File: config.mk
export PLATFORM = sky130hd
export DESIGN_NAME = fp_div_sqrt_unit_allocator
export DESIGN_NICKNAME = d
export VERILOG_FILES = /design/src/rtl/fp_div_sqrt_unit_allocator_pkg.sv /design/src/rtl/fp_div_sqrt_unit_allocator_slot.sv /design/src/rtl/fp_div_sqrt_unit_allocator.sv
export SDC_FILE = /design/constraint.sdc
export NUM_CORES = 1
export LEC_CHECK = 0
export CELL_PAD_IN_SITES_DETAIL_PLACEMENT = 0
export CELL_PAD_IN_SITES_GLOBAL_PLACEMENT = 1
export CORE_MARGIN = 1
export CORE_UTILIZATION = 39
export DETAILED_ROUTE_END_ITERATION = 6
export MAX_ROUTING_LAYER = met4
export PLACE_DENSITY = 0.89
export SYNTH_ARGS = -nofsm -noshare
export SYNTH_HDL_FRONTEND = slang
export SYNTH_HIERARCHICAL = 1
export SYNTH_SLANG_ARGS = --single-unit
File: constraint.sdc
create_clock -name clk -period 3.9 [get_ports clk]
set_clock_uncertainty 0.05 [all_clocks]
set_input_delay 1.17 -clock clk [delete_from_list [all_inputs] [get_ports clk]]
set_output_delay 1.17 -clock clk [all_outputs]
set_load 0.01 [all_outputs]
File: src/rtl/fp_div_sqrt_unit_allocator_pkg.sv
// Shared types for the FP div/sqrt unit allocator: unit lifecycle states,
// unit index / entry types and the active-list flush range predicate.
package FPDivSqrtAllocTypes;

  localparam int FP_DIVSQRT_UNIT_NUM   = 2;
  localparam int FP_DIVSQRT_AL_PTR_W   = 6;
  localparam int FP_DIVSQRT_UNIT_IDX_W =
    (FP_DIVSQRT_UNIT_NUM > 1) ? $clog2(FP_DIVSQRT_UNIT_NUM) : 1;

  // Lifecycle of one div/sqrt unit.
  typedef enum logic [1:0] {
    FREE     = 2'd0,
    RESERVED = 2'd1,
    BUSY     = 2'd2,
    DONE     = 2'd3
  } FPDivSqrtUnitState;

  typedef logic [FP_DIVSQRT_UNIT_IDX_W-1:0] UnitIdxPath;

  typedef struct packed {
    FPDivSqrtUnitState                state;
    logic [FP_DIVSQRT_AL_PTR_W-1:0]   alPtr;
  } FPDivSqrtUnitEntry;

  // Range test on the circular active list. Pointers are zero-extended to
  // 32 bits by the caller so any pointer width up to 32 works unchanged.
  // head==tail means an empty range unless every op is being flushed.
  function automatic logic InFlushRange(
    input logic [31:0] p,
    input logic [31:0] head,
    input logic [31:0] tail,
    input logic        flushAll
  );
    logic hit;
    if (flushAll)         hit = 1'b1;
    else if (head < tail) hit = (p >= head) && (p < tail);
    else if (head > tail) hit = (p >= head) || (p < tail);
    else                  hit = 1'b0;
    return hit;
  endfunction

endpackage

File: src/rtl/fp_div_sqrt_unit_allocator_slot.sv
// One div/sqrt unit: lifecycle FSM plus the active-list pointer of its owner.
// A flush hitting the owner overrides every other event on the same cycle.
module fp_div_sqrt_unit_slot
  import FPDivSqrtAllocTypes::*;
#(
  parameter int AL_PTR_W = FP_DIVSQRT_AL_PTR_W
) (
  input  logic                clk,
  input  logic                rst,
  input  logic                reserve,
  input  logic [AL_PTR_W-1:0] reservePtr,
  input  logic                start,
  input  logic                finished,
  input  logic                rel,
  input  logic                toRecoveryPhase,
  input  logic [AL_PTR_W-1:0] flushHeadPtr,
  input  logic [AL_PTR_W-1:0] flushTailPtr,
  input  logic                flushAllInsns,
  output FPDivSqrtUnitState   state,
  output logic [AL_PTR_W-1:0] alPtr,
  output logic                busy,
  output logic                kill,
  output logic                protoErr
);

  // Owner flushed while holding the unit: abort it.
  always_comb begin
    busy = (state != FREE);
    kill = busy && toRecoveryPhase &&
           InFlushRange(32'(alPtr), 32'(flushHeadPtr), 32'(flushTailPtr), flushAllInsns);
  end

  // Lifecycle events arriving in the wrong state are dropped and flagged.
  always_comb begin
    protoErr = !kill && ((start    && (state != RESERVED)) ||
                         (finished && (state != BUSY))     ||
                         (rel      && (state != DONE)));
  end

  // Lifecycle FSM and owner register; kill returns the unit to FREE.
  always_ff @(posedge clk or negedge rst) begin
    if (!rst) begin
      state <= FREE;
      alPtr <= '0;
    end else if (kill) begin
      state <= FREE;
    end else begin
      case (state)
        FREE: if (reserve) begin
          state <= RESERVED;
          alPtr <= reservePtr;
        end
        RESERVED: if (start)    state <= BUSY;
        BUSY:     if (finished) state <= DONE;
        DONE:     if (rel)      state <= FREE;
        default:                state <= FREE;
      endcase
    end
  end

endmodule

File: src/rtl/fp_div_sqrt_unit_allocator.sv
// FP div/sqrt unit allocator: hands free units to issue lanes in index
// order, tracks each unit's lifecycle and reclaims units of flushed owners.
// Optional macro RSD_FP_DIVSQRT_ALLOC_PERF_EN adds saturating perf counters.
//
// Handshake: canIssue[i] is lane i's ready, acquire[i] its valid. A unit is
// taken only when both are high; canIssue/grantUnit depend on registered
// state alone, and acquire[i] without canIssue[i] is illegal, ignored and
// reported on protocolError together with misplaced start/finish/release.
module fp_div_sqrt_unit_allocator
  import FPDivSqrtAllocTypes::*;
#(
  parameter int UNIT_NUM    = FP_DIVSQRT_UNIT_NUM,
  parameter int ISSUE_WIDTH = 2,
  parameter int AL_PTR_W    = FP_DIVSQRT_AL_PTR_W,
  parameter int UNIT_IDX_W  = (UNIT_NUM > 1) ? $clog2(UNIT_NUM) : 1
) (
  input  logic                                   clk,
  input  logic                                   rst,
  input  logic [ISSUE_WIDTH-1:0]                 acquire,
  input  logic [ISSUE_WIDTH-1:0][AL_PTR_W-1:0]   acquireAlPtr,
  output logic [ISSUE_WIDTH-1:0]                 canIssue,
  output logic [ISSUE_WIDTH-1:0][UNIT_IDX_W-1:0] grantUnit,
  input  logic [UNIT_NUM-1:0]                    unitStart,
  input  logic [UNIT_NUM-1:0]                    unitFinished,
  input  logic [UNIT_NUM-1:0]                    unitRelease,
  input  logic                                   toRecoveryPhase,
  input  logic [AL_PTR_W-1:0]                    flushHeadPtr,
  input  logic [AL_PTR_W-1:0]                    flushTailPtr,
  input  logic                                   flushAllInsns,
  output logic [UNIT_NUM-1:0]                    unitBusy,
  output logic [UNIT_NUM-1:0][AL_PTR_W-1:0]      unitAlPtr,
  output logic [UNIT_NUM-1:0]                    unitKill,
  output FPDivSqrtUnitState [UNIT_NUM-1:0]       unitStateDbg,
  output logic                                   protocolError
`ifdef RSD_FP_DIVSQRT_ALLOC_PERF_EN
  ,
  output logic [31:0]                            perfStallCycles,
  output logic [31:0]                            perfAcquires,
  output logic [31:0]                            perfKills
`endif
);

  logic [31:0]                        free_cnt;
  logic [ISSUE_WIDTH-1:0]             acq_flushed;
  logic [UNIT_NUM-1:0]                reserve;
  logic [UNIT_NUM-1:0][AL_PTR_W-1:0]  reserve_ptr;
  logic [UNIT_NUM-1:0]                slot_err;

  // Lane i gets the i-th free unit by ascending index; no same-cycle bypass.
  always_comb begin
    free_cnt = 32'd0;
    for (int i = 0; i < ISSUE_WIDTH; i++) grantUnit[i] = UNIT_IDX_W'(i);
    for (int u = 0; u < UNIT_NUM; u++) begin
      if (!unitBusy[u]) begin
        for (int i = 0; i < ISSUE_WIDTH; i++)
          if (free_cnt == 32'(i)) grantUnit[i] = UNIT_IDX_W'(u);
        free_cnt = free_cnt + 32'd1;
      end
    end
    for (int i = 0; i < ISSUE_WIDTH; i++) canIssue[i] = (free_cnt > 32'(i));
  end

  // Route each accepted, unflushed acquire to the unit its lane was granted.
  always_comb begin
    for (int i = 0; i < ISSUE_WIDTH; i++)
      acq_flushed[i] = toRecoveryPhase &&
        InFlushRange(32'(acquireAlPtr[i]), 32'(flushHeadPtr), 32'(flushTailPtr), flushAllInsns);
    for (int u = 0; u < UNIT_NUM; u++) begin
      reserve[u]     = 1'b0;
      reserve_ptr[u] = '0;
      for (int i = 0; i < ISSUE_WIDTH; i++) begin
        if (acquire[i] && canIssue[i] && !acq_flushed[i] &&
            (grantUnit[i] == UNIT_IDX_W'(u))) begin
          reserve[u]     = 1'b1;
          reserve_ptr[u] = acquireAlPtr[i];
        end
      end
    end
  end

  // Any dropped illegal event this cycle.
  always_comb begin
    protocolError = (|(acquire & ~canIssue)) || (|slot_err);
  end

  for (genvar u = 0; u < UNIT_NUM; u++) begin : g_slot
    fp_div_sqrt_unit_slot #(.AL_PTR_W(AL_PTR_W)) u_slot (
      .clk             (clk),
      .rst             (rst),
      .reserve         (reserve[u]),
      .reservePtr      (reserve_ptr[u]),
      .start           (unitStart[u]),
      .finished        (unitFinished[u]),
      .rel             (unitRelease[u]),
      .toRecoveryPhase (toRecoveryPhase),
      .flushHeadPtr    (flushHeadPtr),
      .flushTailPtr    (flushTailPtr),
      .flushAllInsns   (flushAllInsns),
      .state           (unitStateDbg[u]),
      .alPtr           (unitAlPtr[u]),
      .busy            (unitBusy[u]),
      .kill            (unitKill[u]),
      .protoErr        (slot_err[u])
    );
  end

`ifdef RSD_FP_DIVSQRT_ALLOC_PERF_EN
  function automatic logic [31:0] sat_add(input logic [31:0] a, input logic [31:0] b);
    logic [32:0] s;
    s = {1'b0, a} + {1'b0, b};
    return s[32] ? 32'hFFFF_FFFF : s[31:0];
  endfunction

  // Saturating counters: lane-0 stall cycles, accepted acquires, kills.
  always_ff @(posedge clk or negedge rst) begin
    if (!rst) begin
      perfStallCycles <= '0;
      perfAcquires    <= '0;
      perfKills       <= '0;
    end else begin
      perfStallCycles <= sat_add(perfStallCycles, {31'd0, !canIssue[0]});
      perfAcquires    <= sat_add(perfAcquires, 32'($countones(reserve)));
      perfKills       <= sat_add(perfKills, 32'($countones(unitKill)));
    end
  end
`endif

endmodule

==> flow_metrics.tcl <==
set metrics [dict create \
    drc 0 \
    nNetsFinal 533 \
    worst_slack_ns -0.177 \
    yosys-top-cells-count "ha_1 (72), inv_1 (54), a21oi_1 (22)" \
    ys_types 42 \
    startpoint_type "primary input" \
    cts_tree "built" \
    synth_nets 417 \
    worstPathArrival_ns 2.86 \
    critical_path_cell_count 12 \
    rr_endpoint "g_slot[1].u_slot/state[0]" \
    cts.clk_slew.worst_paths_ns 0.07 \
    tightest_slew_ns 0.828 \
    max_slew_margin 0.446 \
    ant_nets 0 \
    slew_viol_final 0 \
    cp.buffers_inverters 3 \
    outcome "finished, violations left" \
    synthArstFlopShare 1.00 \
    grt-ovfl-total 0 \
    drt_iter0_markers 126 \
    power_frac_clock 0.077 \
    gp_congestion 0.862 \
    switchingPower_w 0.000880 \
    cts_sinks 16 \
    p_seq_frac 0.178 \
    cts_buffers 3 \
    cts.path.max_buffers 2 \
    drv_cap 0 \
    finalCoreUtilization 0.647 \
    syn_area_um2 2730 \
    p_per_area_nw_per_um2 460 \
    first_pass_iters 4 \
    root_buffer "clkbuf_8" \
    crit_path_start "flushTailPtr[2]" \
    critPathKind "primary input to output port" \
    die_w_um 85.6 \
    postSynthAreaPerCell_um2 8.83 \
    power_frac_comb 0.744 \
    die-area_um2 7330 \
    final_hold_viol_count 0 \
    required_ns 2.68 \
    yosysSeqAreaShare 0.147 \
    crit_fanout 3 \
    grt_pass1_vias 2803 \
    synth_area_leaders "ha_1 (33%), dfrtp_1 (15%), inv_1 (7.4%)" \
    yosys_register_bits 16 \
    antenna_found_initial 0 \
    yosys.area.top_type "ha_1" \
    initial_utilization 0.404 \
    core_area_um2 6760 \
    antenna_cells 0 \
    clkLatencyLatePin_ns 0.25 \
    cts.htree.levels 1 \
    reg2reg_slack_ns 1.27 \
    violations "setup timing" \
    grt_pass1_wl_um 13400 \
    cp_slowest_cell "ha_1" \
    r2r_start "g_slot[0].u_slot/state[0]" \
    grt_max_degree 17 \
    finalPower_w 0.00201 \
    layout_worst_path_cycle_share 1.05 \
    endpoint "protocolError" \
    yosysMostFrequentCell "ha_1" \
    grtUsageTotal 0.238 \
    fmax_ghz 0.245 \
    syn2layout_area_growth_pct 60.2 \
    num_rows 30 \
    yosys_warnings 6 \
    max-vdd-ir-drop_mv 0.174 \
    power.leakage_nw 2.07 \
    fillers 539 \
    synth_top_area_frac 0.330 \
    cp-end-kind "output port" \
    hp-class "flop to flop" \
    drive_gt1_frac 0.401 \
    p_int_w 0.00113 \
    crit_chain "buf_4 -> inv_2 -> ha_1 -> and4_4 -> o21ai_4 -> and3_4 -> nand4_1 -> o211ai_4 -> nor2b_2 -> a211oi_2 -> o21ai_1 -> buf_2" \
    cp_top_family "simple AND/OR/NAND/NOR gates" \
    wl_per_cell_um 17.2 \
    viasPerCell 5.62 \
    ys.flop_type "dfrtp_1" \
    max_stage_delay_ns 0.27 \
    postSynthCellCount 309 \
    io_buffers 59 \
    finalSetupViolCount 2 \
    p_sw_frac 0.437 \
    period_minus_slack_ns 4.08 \
    rr_worst_depth 12 \
    routed_wl_um 8670 \
    dp_hpwl_um 6480 \
    vias 2831 \
    die_h_um 85.6 \
    pin_count 61 \
    rsz0062_at_grt "true" \
    synth_edf_count 0 \
]
-- sequential cells by signal, summed over array words and instances, names as in the netlist --
| register | flops |
|---|---|
| g_slot.u_slot/state | 4 |
| g_slot.u_slot/alPtr | 12 |
-- power by group through the flow --
| stage | Combinational [W] | Clock (W) | Sequential [W] |
|---|---|---|---|
| 2_1_floorplan | 0.000696 | 0 | 0.000343 |
| 4_1_cts | 0.00134 | 0.000158 | 0.000345 |
| 3_5_place_dp | 0.00124 | 0 | 0.000335 |
| 6_report | 0.00150 | 0.000156 | 0.000359 |
| 5_1_grt | 0.00163 | 0.000165 | 0.000370 |
| 3_3_place_gp | 0.00121 | 0 | 0.000332 |
-- metal layers --
metal  vias to the layer above  part of all wire  routed length [um]  global-route usage
met5                         -                 0                   0                   -
met4                         0             0.027                 238              0.0939
met3                        28             0.030                 257              0.0144
met2                        78              0.50                4340               0.418
met1                      1357              0.44                3830               0.285
li1                       1368                 -                   -                   -
-- what timing repair did --
| action | CTS | global route |
|---|---|---|
| hold buffers | 0 | 0 |
| setup endpoints to repair | 19 | 19 |
| buffers inserted | 2 | 7 |
| resized for setup | 127 | 48 |
| pin swaps | 23 | 26 |
-- placed cells by master, fill, tap and decap left out, types with 9 or more instances in the layout --
| cell type | instances |
|---|---|
| buf_4 | 56 |
| ha_1 | 48 |
| clkdlybuf4s50_1 | 42 |
| inv_1 | 36 |
| ha_4 | 24 |
| dfrtp_1 | 16 |
| nand2_1 | 13 |
| a21oi_1 | 12 |
| mux2_2 | 12 |
| inv_2 | 11 |
| nand4_1 | 10 |
| a21oi_2 | 9 |
-- per-stage QoR --
| stage | setup slack, ns | setup TNS, ns | hold WS, ns | instance area (um^2) | instances |
|---|---|---|---|---|---|
| 2_1_floorplan | 0.00698 | 0 | 0.533 | 2730 | 309 |
| 3_3_place_gp | -1.10 | -8.96 | 0.487 | 3740 | 491 |
| 3_5_place_dp | -1.16 | -9.11 | 0.505 | 3740 | 491 |
| 5_1_grt | -0.233 | -0.736 | 0.551 | 4370 | 504 |
| 6_report | -0.177 | -0.296 | 0.516 | 4370 | 504 |
| 4_1_cts | -0.149 | -0.149 | 0.519 | 4060 | 497 |
-- kinds of logic after synthesis --
kind of cell | count (synthesis) | share of synthesized area
adders and majority gates | 72 | 0.330
muxes | 12 | 0.0495
AOI/OAI and AO/OA | 82 | 0.252
and+or+nand+nor | 71 | 0.143
buffers and inverters | 55 | 0.0771
DFF | 16 | 0.147
other | 1 | 0.00137
-- worst min path at each step --
| stage | end | from | depth (start not counted) | slack, ns |
|---|---|---|---|---|
| after global placement | g_slot[0].u_slot/alPtr[0] | g_slot[0].u_slot/alPtr[0] | 1 | 0.49 |
| after CTS | g_slot[0].u_slot/alPtr[0] | g_slot[0].u_slot/alPtr[0] | 1 | 0.52 |
| after detailed placement | g_slot[0].u_slot/alPtr[0] | g_slot[0].u_slot/alPtr[0] | 1 | 0.51 |
| after floorplan | g_slot[0].u_slot/alPtr[0] | g_slot[0].u_slot/alPtr[0] | 1 | 0.53 |
| after global routing | g_slot[0].u_slot/alPtr[0] | g_slot[0].u_slot/alPtr[0] | 1 | 0.55 |
| final | g_slot[0].u_slot/alPtr[0] | g_slot[0].u_slot/alPtr[0] | 1 | 0.52 |
-- area by class of cell --
cell class / instances / area (um^2) / area share
sequential: 16 / 400 / 0.0916
timing repair buffer: 112 / 1010 / 0.231
tap: 80 / 100 / 0.0229
clock buffer: 4 / 55.1 / 0.0126
multi-input combinational: 238 / 2580 / 0.591
inverter: 54 / 220 / 0.0504
(Power assumes the default switching activity.)
==> edit 1, RTL diff (config.mk and constraints unchanged) <==
`ISSUE_WIDTH`: 2 -> 3.
--- a/src/rtl/fp_div_sqrt_unit_allocator.sv
+++ b/src/rtl/fp_div_sqrt_unit_allocator.sv
@@ -11,5 +11,5 @@
 #(
   parameter int UNIT_NUM    = FP_DIVSQRT_UNIT_NUM,
-  parameter int ISSUE_WIDTH = 2,
+  parameter int ISSUE_WIDTH = 3,
   parameter int AL_PTR_W    = FP_DIVSQRT_AL_PTR_W,
   parameter int UNIT_IDX_W  = (UNIT_NUM > 1) ? $clog2(UNIT_NUM) : 1
Interface: changed (resized acquire, acquireAlPtr, canIssue and grantUnit); port bits go from 61 to 70. The function was not compared with the original's and may differ.
==> edit 1 against the unedited design <==
The flow still finishes with violations (setup timing). Power decreased by 2.5%. Final cell count increased by 4.6%. Synthesized cell count increased by 1.9%. Wire length increased by 3.9%. Sequential cell count unchanged. Die area increased by 2.1%. Sequential power decreased by 2%. Via count increased by 3.4%. Cell area decreased by 1.1%. Count of clock-buffer cells in the layout unchanged. Setup slack got worse by 0.15 ns. Area after synthesis increased by 2.1%. Highest routed layer unchanged.
==> edit 1: results (changes against the unedited design) <==
metric,value,unit,change
synth_top_cells_by_area,"ha_1 32%, dfrtp_1 14%, inv_1 7.3%",,"was ha_1 33%, dfrtp_1 15%, inv_1 7.4%"
ff2ff_path_depth,11,,was 12
fin_setup_tns,-0.527,ns,was -0.296 ns
n_fill_cell,591,,was 539
yosysSeqAreaShare,14.4,%,was 14.7%
wl_met2,4400,um,was 4340 um
drt_iter0_drc,141,,was 126
violations,setup timing,,unchanged
wirelength,9010,um,was 8670 um
grt_pass1_wl,14400,um,"was 13,400 um"
status,finished with violations,,unchanged
drtPass1Iterations,5,,was 4
cp_slowest_stage_delay,0.31,ns,was 0.27 ns
drt-met1-wl,3870,um,was 3830 um
grt_usage,25.4,%,was 23.8%
arrival,3.01,ns,was 2.86 ns
worst_slack,-0.328,ns,was -0.177 ns
dpl-instance-area,0.00390,mm2,was 0.00374 mm2
hpwl,7140,um,was 6480 um
cpMaxStageDelayCell,a2111oi_4,,was ha_1
leakage,2.04,nW,was 2.07 nW
setup_viol,3,,was 2
r2r_slack,1.19,ns,was 1.27 ns
path_max_fanout,4,,was 3
layout-drive-gt1-share,36.2,%,was 40.1%
yosysUniqueCellTypes,46,,was 42
hold_ws,0.529,ns,was 0.516 ns
cpLargestDelayFamily,compound AO/OA/AOI/OAI gates,,was simple AND/OR/NAND/NOR gates
gp_congestion,0.868,,was 0.862
fin_nets,547,,was 533
ir_worst_vdd,0.259,mV,was 0.174 mV
tightest_slew,0.736,ns,was 0.828 ns
io_buffer_count,60,,was 59
wl_met3,437,um,was 257 um
yosys-top-cells-count,"72 x ha_1, 54 x inv_1, 23 x a21oi_1",,"was 72 x ha_1, 54 x inv_1, 22 x a21oi_1"
post_drt_wl_per_cell,17.1,um,was 17.2 um
grt_pass1_vias,3010,,"was 2,803"
yosysWarnings,6,,unchanged
pre_cts_ws,-1.30,ns,was -1.16 ns
edit 1: cell count changes in the layout (fill, tap and decap cells not counted), moves of 5 or more:
cell     delta
inv_1       +7
nor4b_1     +5
and2_1      -6
ha_4        -8
inv_2       -6
ha_1        +7
edit 1: metal layers:
| layer | GRT usage, % | vias up |
|---|---|---|
| li1 | - | 1390 |
| met1 | 30.7 | 1405 |
| met2 | 44.3 | 104 |
| met3 | 1.71 | 27 |
| met4 | 9.39 | 0 |
| met5 | - | - |
edit 1: power breakdown:
part           total, mW  leakage (nW)  switching [mW]  internal [mW]
logic               1.46          1.80           0.705          0.752
registers          0.353         0.215           0.111          0.242
clock network      0.151        0.0288          0.0609         0.0897
edit 1: cell type report:
class | count | share of cell area (%)
Timing Repair Buffer | 116 | 24.0
Clock buffer | 4 | 1.27
Inverter | 54 | 5.07
Sequential cell | 16 | 9.27
Tap cell | 96 | 2.78
Multi-Input combinational cell | 241 | 57.6
edit 1: worst paths after layout:
check	to	from
worst max-delay path	protocolError	flushHeadPtr[3]
worst min-delay path	g_slot[0].u_slot/alPtr[0]	g_slot[0].u_slot/alPtr[0]
worst max register to register	g_slot[1].u_slot/state[0]	g_slot[0].u_slot/state[0]
worst min register to register	g_slot[0].u_slot/alPtr[0]	g_slot[0].u_slot/alPtr[0]
max in group asynchronous	g_slot[1].u_slot/alPtr[2]	rst
min in group asynchronous	g_slot[1].u_slot/state[1]	rst
edit 1: repair_timing:
action                                  in CTS  in global routing
endpoints found under the setup margin      19                 17
buffers inserted                             2                  2
pin swaps                                   17                 21
gates resized for setup                    106                 39
edit 1: cells by family after synthesis:
logic type	after synthesis	synth area share, %
other	2	0.270
and+or+nand+nor	73	15.4
buffers and inverters	59	8.40
muxes	12	4.85
AOI/OAI and AO/OA	81	24.3
adders and majority gates	72	32.3
DFF	16	14.4
==> edit 2, RTL diff (config.mk and constraints unchanged) <==
Made on the original files. Register the output `unitStateDbg`, without a reset; this adds one clock of latency there. The other outputs are not delayed to match.
--- a/src/rtl/fp_div_sqrt_unit_allocator.sv
+++ b/src/rtl/fp_div_sqrt_unit_allocator.sv
@@ -40,4 +40,6 @@
 `endif
 );
+
+  FPDivSqrtUnitState [UNIT_NUM-1:0] unitStateDbg_d;
 
   logic [31:0]                        free_cnt;
@@ -97,5 +99,5 @@
       .flushTailPtr    (flushTailPtr),
       .flushAllInsns   (flushAllInsns),
-      .state           (unitStateDbg[u]),
+      .state           (unitStateDbg_d[u]),
       .alPtr           (unitAlPtr[u]),
       .busy            (unitBusy[u]),
@@ -126,4 +128,8 @@
 `endif
 
+  always_ff @(posedge clk) begin
+    unitStateDbg <= unitStateDbg_d;
+  end
+
 endmodule
 
Behaviour: not the same (Yosys sat finds a counterexample within 4 cycles, from zero or initial values and one cycle with rst low).
==> edit 2 against the unedited design <==
Cell area rose by 1.9%. The flow still finishes with violations (setup timing). Power rose by 6.1%. Setup slack better by 0.032 ns. Sequential cell count grew 4. Wire length up 0.87%. Largest cell class unchanged. Synthesized cell count grew 1.3%. Area after synthesis rose by 2.9%.
==> edit 2: results (changes against the unedited design) <==
metric,value,unit,change
grt_pass1_vias,2852,,"was 2,803"
reg_top3,"g_slot.u_slot/alPtr x12, g_slot.u_slot/state x4, unitStateDbg x4",,"was g_slot.u_slot/alPtr x12, g_slot.u_slot/state x4"
synthCells,313,,was 309
fin_setup_tns,-0.145,ns,was -0.296 ns
cellPowerDensity,479,mW/mm2,was 460 mW/mm2
muxShareOfSynthArea,4.81,%,was 4.95%
regArea,480,um2,was 400 um2
grt_use_met2,44.9,%,was 41.8%
yosysSeqAreaShare,17.1,%,was 14.7%
status,finished with violations,,unchanged
layout-drive-gt1-share,37.1,%,was 40.1%
pwr-share-comb,70.2,%,was 74.4%
drt_iter0_drc,144,,was 126
violations,setup timing,,unchanged
switchingPower,0.901,mW,was 0.880 mW
dpl-instance-area,0.00386,mm2,was 0.00374 mm2
grt_usage,24.3,%,was 23.8%
synthesis.nets,421,,was 417
drt-met1-wl,3880,um,was 3830 um
yosysUniqueCellTypes,43,,was 42
dp.cells,514,,was 491
post_drt_wl_per_cell,16.7,um,was 17.2 um
tightest_slew,0.751,ns,was 0.828 ns
worst_slack,-0.145,ns,was -0.177 ns
leakage,2.08,nW,was 2.07 nW
via_per_inst,5.30,,was 5.62
hold_ws,0.398,ns,was 0.516 ns
grt_pass1_wl,13600,um,"was 13,400 um"
hpwl,6820,um,was 6480 um
synth_top_cells_by_area,"ha_1 32%, dfrtp_1 14%, inv_1 7.2%",,"was ha_1 33%, dfrtp_1 15%, inv_1 7.4%"
setup_viol,1,,was 2
[edit 2: final cells by class]
| class | instances | area share, % |
|---|---|---|
| clock inverters | 1 | 0.675 |
| flip-flops and latches | 20 | 10.8 |
| clock buffers | 3 | 0.927 |
| repair buffers | 112 | 23.0 |
| well taps | 96 | 2.70 |
| multi-input cells | 238 | 57.0 |
| inverters | 54 | 4.95 |
[edit 2: how the worst max path moves through the flow]
stage | slack, ns | startpoint | to | cells past startpoint
after detailed placement | -1.19 | flushHeadPtr[3] | protocolError | 11
after CTS | -0.11 | flushHeadPtr[3] | protocolError | 11
after global routing | -0.22 | flushTailPtr[2] | protocolError | 11
final | -0.15 | flushTailPtr[2] | protocolError | 12
after floorplan | 0.007 | flushTailPtr[5] | protocolError | 10
after global placement | -1.16 | flushHeadPtr[3] | protocolError | 11
[edit 2: repair_timing]
item,in CTS,in global routing
resized for setup,143,20
endpoints found under the setup margin,19,11
endpoints found under the hold margin,0,0
setup buffers,4,3
pin swaps,32,6
